**config.mk**
```make
export PLATFORM = sky130hd
export DESIGN_NAME = vcd_change_capture
export DESIGN_NICKNAME = d
export VERILOG_FILES = /design/src/rtl/vcd_change_capture.sv
export SDC_FILE = /design/constraint.sdc
export NUM_CORES = 1
export LEC_CHECK = 0
export BUFFER_PORTS_ARGS = -buffer_cell sky130_fd_sc_hd__buf_2
export CORE_UTILIZATION = 40
export CTS_BUF_LIST = sky130_fd_sc_hd__clkbuf_16
export DETAILED_ROUTE_END_ITERATION = 8
export GPL_ROUTABILITY_DRIVEN = 0
export SKIP_CTS_REPAIR_TIMING = 1
export SLEW_MARGIN = 40
export SYNTH_ARGS = -nofsm -noshare
export SYNTH_HDL_FRONTEND = slang
export SYNTH_SLANG_ARGS = --single-unit
```
**constraint.sdc**
```tcl
create_clock -name clk -period 9.52 [get_ports clk]
set_input_delay 0.476 -clock clk [delete_from_list [all_inputs] [get_ports clk]]
set_output_delay 0.476 -clock clk [all_outputs]
set_load 0.05 [all_outputs]
```
**src/rtl/vcd_change_capture.sv**
```systemverilog
// ---------------------------------------------------------------------------
// vcd_change_capture
//   Value-change recorder feeding the VCD dump path. The probe vector is
//   sampled every clock. When capture starts, one full-value record is
//   emitted. After that, one record is emitted per change, plus a snapshot
//   record whenever dump_all is pulsed. Records carry a free-running
//   timestamp and leave through a valid/ready FIFO.
//
//   Ports
//     clk        rising-edge clock
//     rst        asynchronous, active-high reset
//     enable     capture enable (level)
//     probe      signals under observation
//     dump_all   one-cycle request for a full snapshot record
//     clr_ovf    clears the sticky overflow flag
//     out_valid  record available at the FIFO head
//     out_ready  downstream accepts the head record
//     out_time   timestamp of the head record
//     out_value  probe value of the head record
//     out_snap   1 = initial/snapshot record, 0 = change record
//     overflow   sticky: at least one record was dropped
//     level      current FIFO occupancy, 0..DEPTH
// ---------------------------------------------------------------------------
module vcd_change_capture #(
  parameter int WIDTH = 8,
  parameter int TS_W  = 16,
  parameter int DEPTH = 8
) (
  input  logic                     clk,
  input  logic                     rst,
  input  logic                     enable,
  input  logic [WIDTH-1:0]         probe,
  input  logic                     dump_all,
  input  logic                     clr_ovf,
  output logic                     out_valid,
  input  logic                     out_ready,
  output logic [TS_W-1:0]          out_time,
  output logic [WIDTH-1:0]         out_value,
  output logic                     out_snap,
  output logic                     overflow,
  output logic [$clog2(DEPTH):0]   level
);

  localparam int AW = $clog2(DEPTH);
  localparam int LW = AW + 1;

  typedef enum logic [1:0] {S_IDLE, S_PRIME, S_RUN} state_t;

  typedef struct packed {
    logic [TS_W-1:0]  t;
    logic [WIDTH-1:0] v;
    logic             s;
  } rec_t;

  state_t           state, state_nx;
  logic [TS_W-1:0]  ts;
  logic [WIDTH-1:0] last;

  rec_t             mem [DEPTH];
  logic [AW-1:0]    wr_ptr, rd_ptr;
  logic [LW-1:0]    count;

  logic             sample;     // capture is active this cycle: advance ts, update last
  logic             push_req;
  logic             push_snap;
  logic             pop, full, push_ok, drop;
  rec_t             head;

  // ---------------- FSM: state register ----------------
  // NOTE: sequential state uses non-blocking (<=) so every register samples
  // pre-edge values regardless of process ordering.
  always_ff @(posedge clk or posedge rst) begin
    if (rst) state <= S_IDLE;
    else     state <= state_nx;
  end

  // ---------------- FSM: next-state ----------------
  // NOTE: every variable assigned in always_comb gets a default first so no
  // path leaves it unassigned and no latch is inferred.
  always_comb begin
    state_nx = state;
    case (state)
      S_IDLE:  if (enable) state_nx = S_PRIME;
      S_PRIME: state_nx = S_RUN;
      S_RUN:   state_nx = S_RUN;
      default: state_nx = S_IDLE;
    endcase
    // Dropping enable stops capture from any active state.
    if (!enable) state_nx = S_IDLE;
  end

  // ---------------- FSM: outputs (push decision) ----------------
  always_comb begin
    sample    = 1'b0;
    push_req  = 1'b0;
    push_snap = 1'b0;
    case (state)
      S_PRIME: if (enable) begin
        sample    = 1'b1;
        push_req  = 1'b1;
        push_snap = 1'b1;
      end
      S_RUN: if (enable) begin
        sample = 1'b1;
        // A snapshot that coincides with a change already carries the new
        // value, so it absorbs the change record.
        if (dump_all) begin
          push_req  = 1'b1;
          push_snap = 1'b1;
        end else if (probe != last) begin
          push_req  = 1'b1;
        end
      end
      default: ;
    endcase
  end

  // ---------------- timestamp and last-value tracking ----------------
  always_ff @(posedge clk or posedge rst) begin
    if (rst) begin
      ts   <= '0;
      last <= '0;
    end else if (sample) begin
      ts   <= ts + TS_W'(1);
      // Updated even when the record is dropped on a full FIFO, so the
      // next cycle does not emit a duplicate change.
      last <= probe;
    end
  end

  // ---------------- record FIFO ----------------
  assign pop     = out_valid && out_ready;
  assign full    = (count == LW'(DEPTH));
  // When full, a push fits only into the slot freed by a same-cycle pop.
  assign push_ok = push_req && (!full || pop);
  assign drop    = push_req && full && !pop;

  always_ff @(posedge clk or posedge rst) begin
    if (rst) begin
      wr_ptr <= '0;
      rd_ptr <= '0;
      count  <= '0;
    end else begin
      if (push_ok) wr_ptr <= wr_ptr + AW'(1);
      if (pop)     rd_ptr <= rd_ptr + AW'(1);
      count <= count + LW'(push_ok) - LW'(pop);
    end
  end

  // NOTE: the storage array is not reset. Occupancy is tracked by count, and
  // the head fields are masked while the FIFO is empty, so stale contents
  // are never visible.
  always_ff @(posedge clk) begin
    if (push_ok) mem[wr_ptr] <= '{t: ts, v: probe, s: push_snap};
  end

  always_ff @(posedge clk or posedge rst) begin
    if (rst)          overflow <= 1'b0;
    else if (drop)    overflow <= 1'b1;
    else if (clr_ovf) overflow <= 1'b0;
  end

  // ---------------- head outputs (registered state only) ----------------
  assign head      = mem[rd_ptr];
  assign out_valid = (count != '0);
  assign out_time  = out_valid ? head.t : '0;
  assign out_value = out_valid ? head.v : '0;
  assign out_snap  = out_valid ? head.s : 1'b0;
  assign level     = count;

endmodule
```
==> key figures <==
Routing
  – Iteration-0 DRC Markers: 311
  – Post-route DRC violation count: 0
  – Via density per instance: 5.199
  – Drt wl/cell: 20.50 µm
  – Detailed Route WL: 18960 µm
  – Initial DRT Pass Iterations: 4
  – Via count: 4809
  – Antenna Nets Post-Route: 0

Logic synthesis
  – Post-Synth Adder-Cell Area: 1.631%
  – Synth Area in Compound Gates: 1.476%
  – FFs w/ async S/R, synth: 15.61%
  – Post-synthesis sequential area ratio: 71.71%
  – Post-synthesis mux area share: 14.35%
  – Avg Inst Size Synth: 18.20 µm²
  – Syn. warnings: 0
  – Synth Instances: 531
  – Synth Area in Simple Gates: 6.640%
  – Net Count, Synth: 557
  – Synth Flop Type: edfxtp_1
  – Synthesized flop and latch total: 237
  – Count of cell types in the netlist: 47
  – Largest family of logic cells by synthesized area: multiplexers
  – Mapped cell area: 9667 µm²
  – Xor/xnor share of the synthesized area: 2.446%
  – Post-synth EDFFs: 200

Critical path
  – Worst stage delay on the critical path: 0.74 ns
  – Crit Path Max Fanout: 30
  – Worst reg2reg path endpoint: mem[4][23]$_DFFE_PP_
  – Crit-path cells: buf_4 > mux4_2 > mux2i_1 > nor2_1 > buf_2
  – Worst r2r src: state[1]$_DFF_PP0_
  – Crit path capture: out_value[2]
  – Levels on crit path: 5
  – WS Path Type: register to primary output
  – R2R cell count: 6
  – Sum of buffers and inverters on the critical path: 2
  – Slowest CP cell: dfrtp_2
  – Worst reg2reg setup slack: 6.53 ns
  – Critical path launch point type: register
  – CP arrival: 2.76 ns
  – Crit. Startpoint: rd_ptr[1]$_DFFE_PP0P_
  – Top Family by Delay on Critical Path: flip-flops
  – Worst path required time: 9.04 ns
  – Crit end category: primary output

Clocking
  – Skew-Pair Late Insertion Delay: 0.51 ns
  – CTS H-tree lvls: 1
  – Root Buffer: clkbuf_16
  – CTS buffer count: 25
  – Clock Tree Buf Depth: 3
  – CTS Sinks: 237
  – Clk slew on worst S/H paths: 0.05 ns
  – CTS tree: built

Final layout
  – Filler cells: 2008
  – Layout area overhead: 14.46%
  – Most common cell after layout, fill and taps aside: edfxtp_1
  – Ratio of cells with drive above 1 in the final layout: 26.07%
  – Final net count: 617
  – ANT cells: 0
  – Most frequent cells in the layout: edfxtp_1, mux4_2, buf_2
  – Reg area: 6937 µm²
  – Multi-input logic area: 2604 µm²
  – Non-filler cells, final: 925

Global routing
  – Initial antenna violation count: 0
  – First-pass GRT wire length: 29910 µm
  – Vias in the first global route: 5257
  – GRT overflow: 0
  – GRT Resource Usage Total: 16.36%
  – Largest net degree at the start of global routing: 38

Placement
  – PortBufs: 44
  – Post-DP HPWL: 11080 µm
  – Placed cell count: 883

Flow run
  – Max-Cap Viols: 0

Timing
  – Setup tns final: 0 ns
  – Actual slew at the worst max-slew pin: 0.7366 ns
  – Max-slew violations: 0
  – Final min period: 3.239 ns
  – Fmax: 0.3087 GHz
  – Final setup skew: 0.01082 ns
  – Slew HR: 50.63%
  – Count of final hold-check violations: 0
  – Final setup fails: 0
  – Crit share post-route: 34.03%
  – RSZ-0062 raised after global routing: no

Floorplan
  – Die width: 157.5 µm
  – Num rows: 56
  – Die area: 24790 µm²
  – Starting Density: 40.94%
  – Height of the die: 157.5 µm
  – I/O pin count: 45
  – Core region area: 23610 µm²

Power and ir drop
  – Power Density: 297.3 nW/µm²
  – Static Leak: 0.003892 µW
  – Worst VDD drop: 0.1868 mV

Run status
  – Status: complete, no violations

Min path
  – Hold WC Path Type: primary input to asynchronous set/reset pin
layout make-up:
type                            count  share of cell area, %
Timing Repair Buffer               58                  3.166
Multi-Input combinational cell    254                  23.53
Clock inverter                     17                 0.8368
Tap cell                          319                  3.607
Clock buffer                       25                  5.654
Inverter                           15                 0.5089
Sequential cell                   237                  62.69
worst min path at each step:
stage | from | end | slack, ns | cells past startpoint
after global placement | rd_ptr[2]$_DFFE_PP0P_ | rd_ptr[2]$_DFFE_PP0P_ | 0.46 | 1
after global routing | rst | state[1]$_DFF_PP0_ | 0.10 | 3
final | rst | state[1]$_DFF_PP0_ | 0.06 | 3
after CTS | rst | state[0]$_DFF_PP0_ | 0.08 | 3
after floorplan | last[0]$_DFFE_PP0P_ | last[0]$_DFFE_PP0P_ | 0.47 | 2
after detailed placement | rd_ptr[2]$_DFFE_PP0P_ | rd_ptr[2]$_DFFE_PP0P_ | 0.47 | 1
sequential cells by signal (all words and copies together) (netlist names):
name	cells
mem	200
ts	16
state	2
rd_ptr	3
last	8
level	4
overflow	1
wr_ptr	3
through the flow:
step / hold WS, ns / power (µW) / util [%] / instance area [µm²] / setup slack, ns
after global routing: 0.1024 / 3457 / 46.86 / 11060 / 6.124
final: 0.05868 / 3289 / 46.86 / 11060 / 6.281
after CTS: 0.08134 / 3341 / 46.86 / 11060 / 6.176
after floorplan: 0.4655 / 2194 / - / 9667 / 4.813
after detailed placement: 0.4655 / 2483 / 43.82 / 10350 / 6.493
after global placement: 0.4605 / 2442 / 43.63 / 10300 / 6.600
where the power goes:
group / switching [µW] / internal [µW] / total (µW)
Sequential: 114 / 1220 / 1330
Combinational: 702 / 397 / 1100
Clock: 360 / 497 / 856
cell families after synthesis:
family | count (synthesis)
flip-flops | 237
AO/OA/AOI/OAI | 17
AND/OR/NAND/NOR | 122
multiplexers | 76
adder cells (fa/ha/maj) | 12
XOR/XNOR | 27
buffers and inverters | 40
metal layers:
layer	vias up	GRT usage, %	wire length, µm
met3	26	2.450	873
li1	2189	-	-
met2	109	27.45	9415
met5	-	0	0
met4	0	4.485	289
met1	2485	22.22	8385
synth_stat cells (all sizes together) (2+ instances only):
library cell	number	share of area, %
nand2	38	1.5
and2	4	0.26
dfrtp	37	9.6
and4	3	0.27
inv	15	0.58
nor3	12	0.84
xnor2	18	1.6
mux2i	25	2.6
a311oi	2	0.18
and3	2	0.13
buf	12	0.66
a221oi	2	0.18
nand2b	2	0.13
xor2	9	0.82
nor2	33	1.3
or4b	2	0.21
nand3	9	0.52
or3	2	0.13
edfxtp	200	62
clkbuf	13	0.50
mux4	50	12
nand4	9	0.74
nand4b	2	0.18
o21ai	2	0.10
ha	11	1.4
a21oi	2	0.10
tightest hold or removal path, cell delays in order:
cell and delay (ns):
buf_2 0.09, inv_1 0.04, buf_4 0.39
Power figures use the tool's default switching activity.
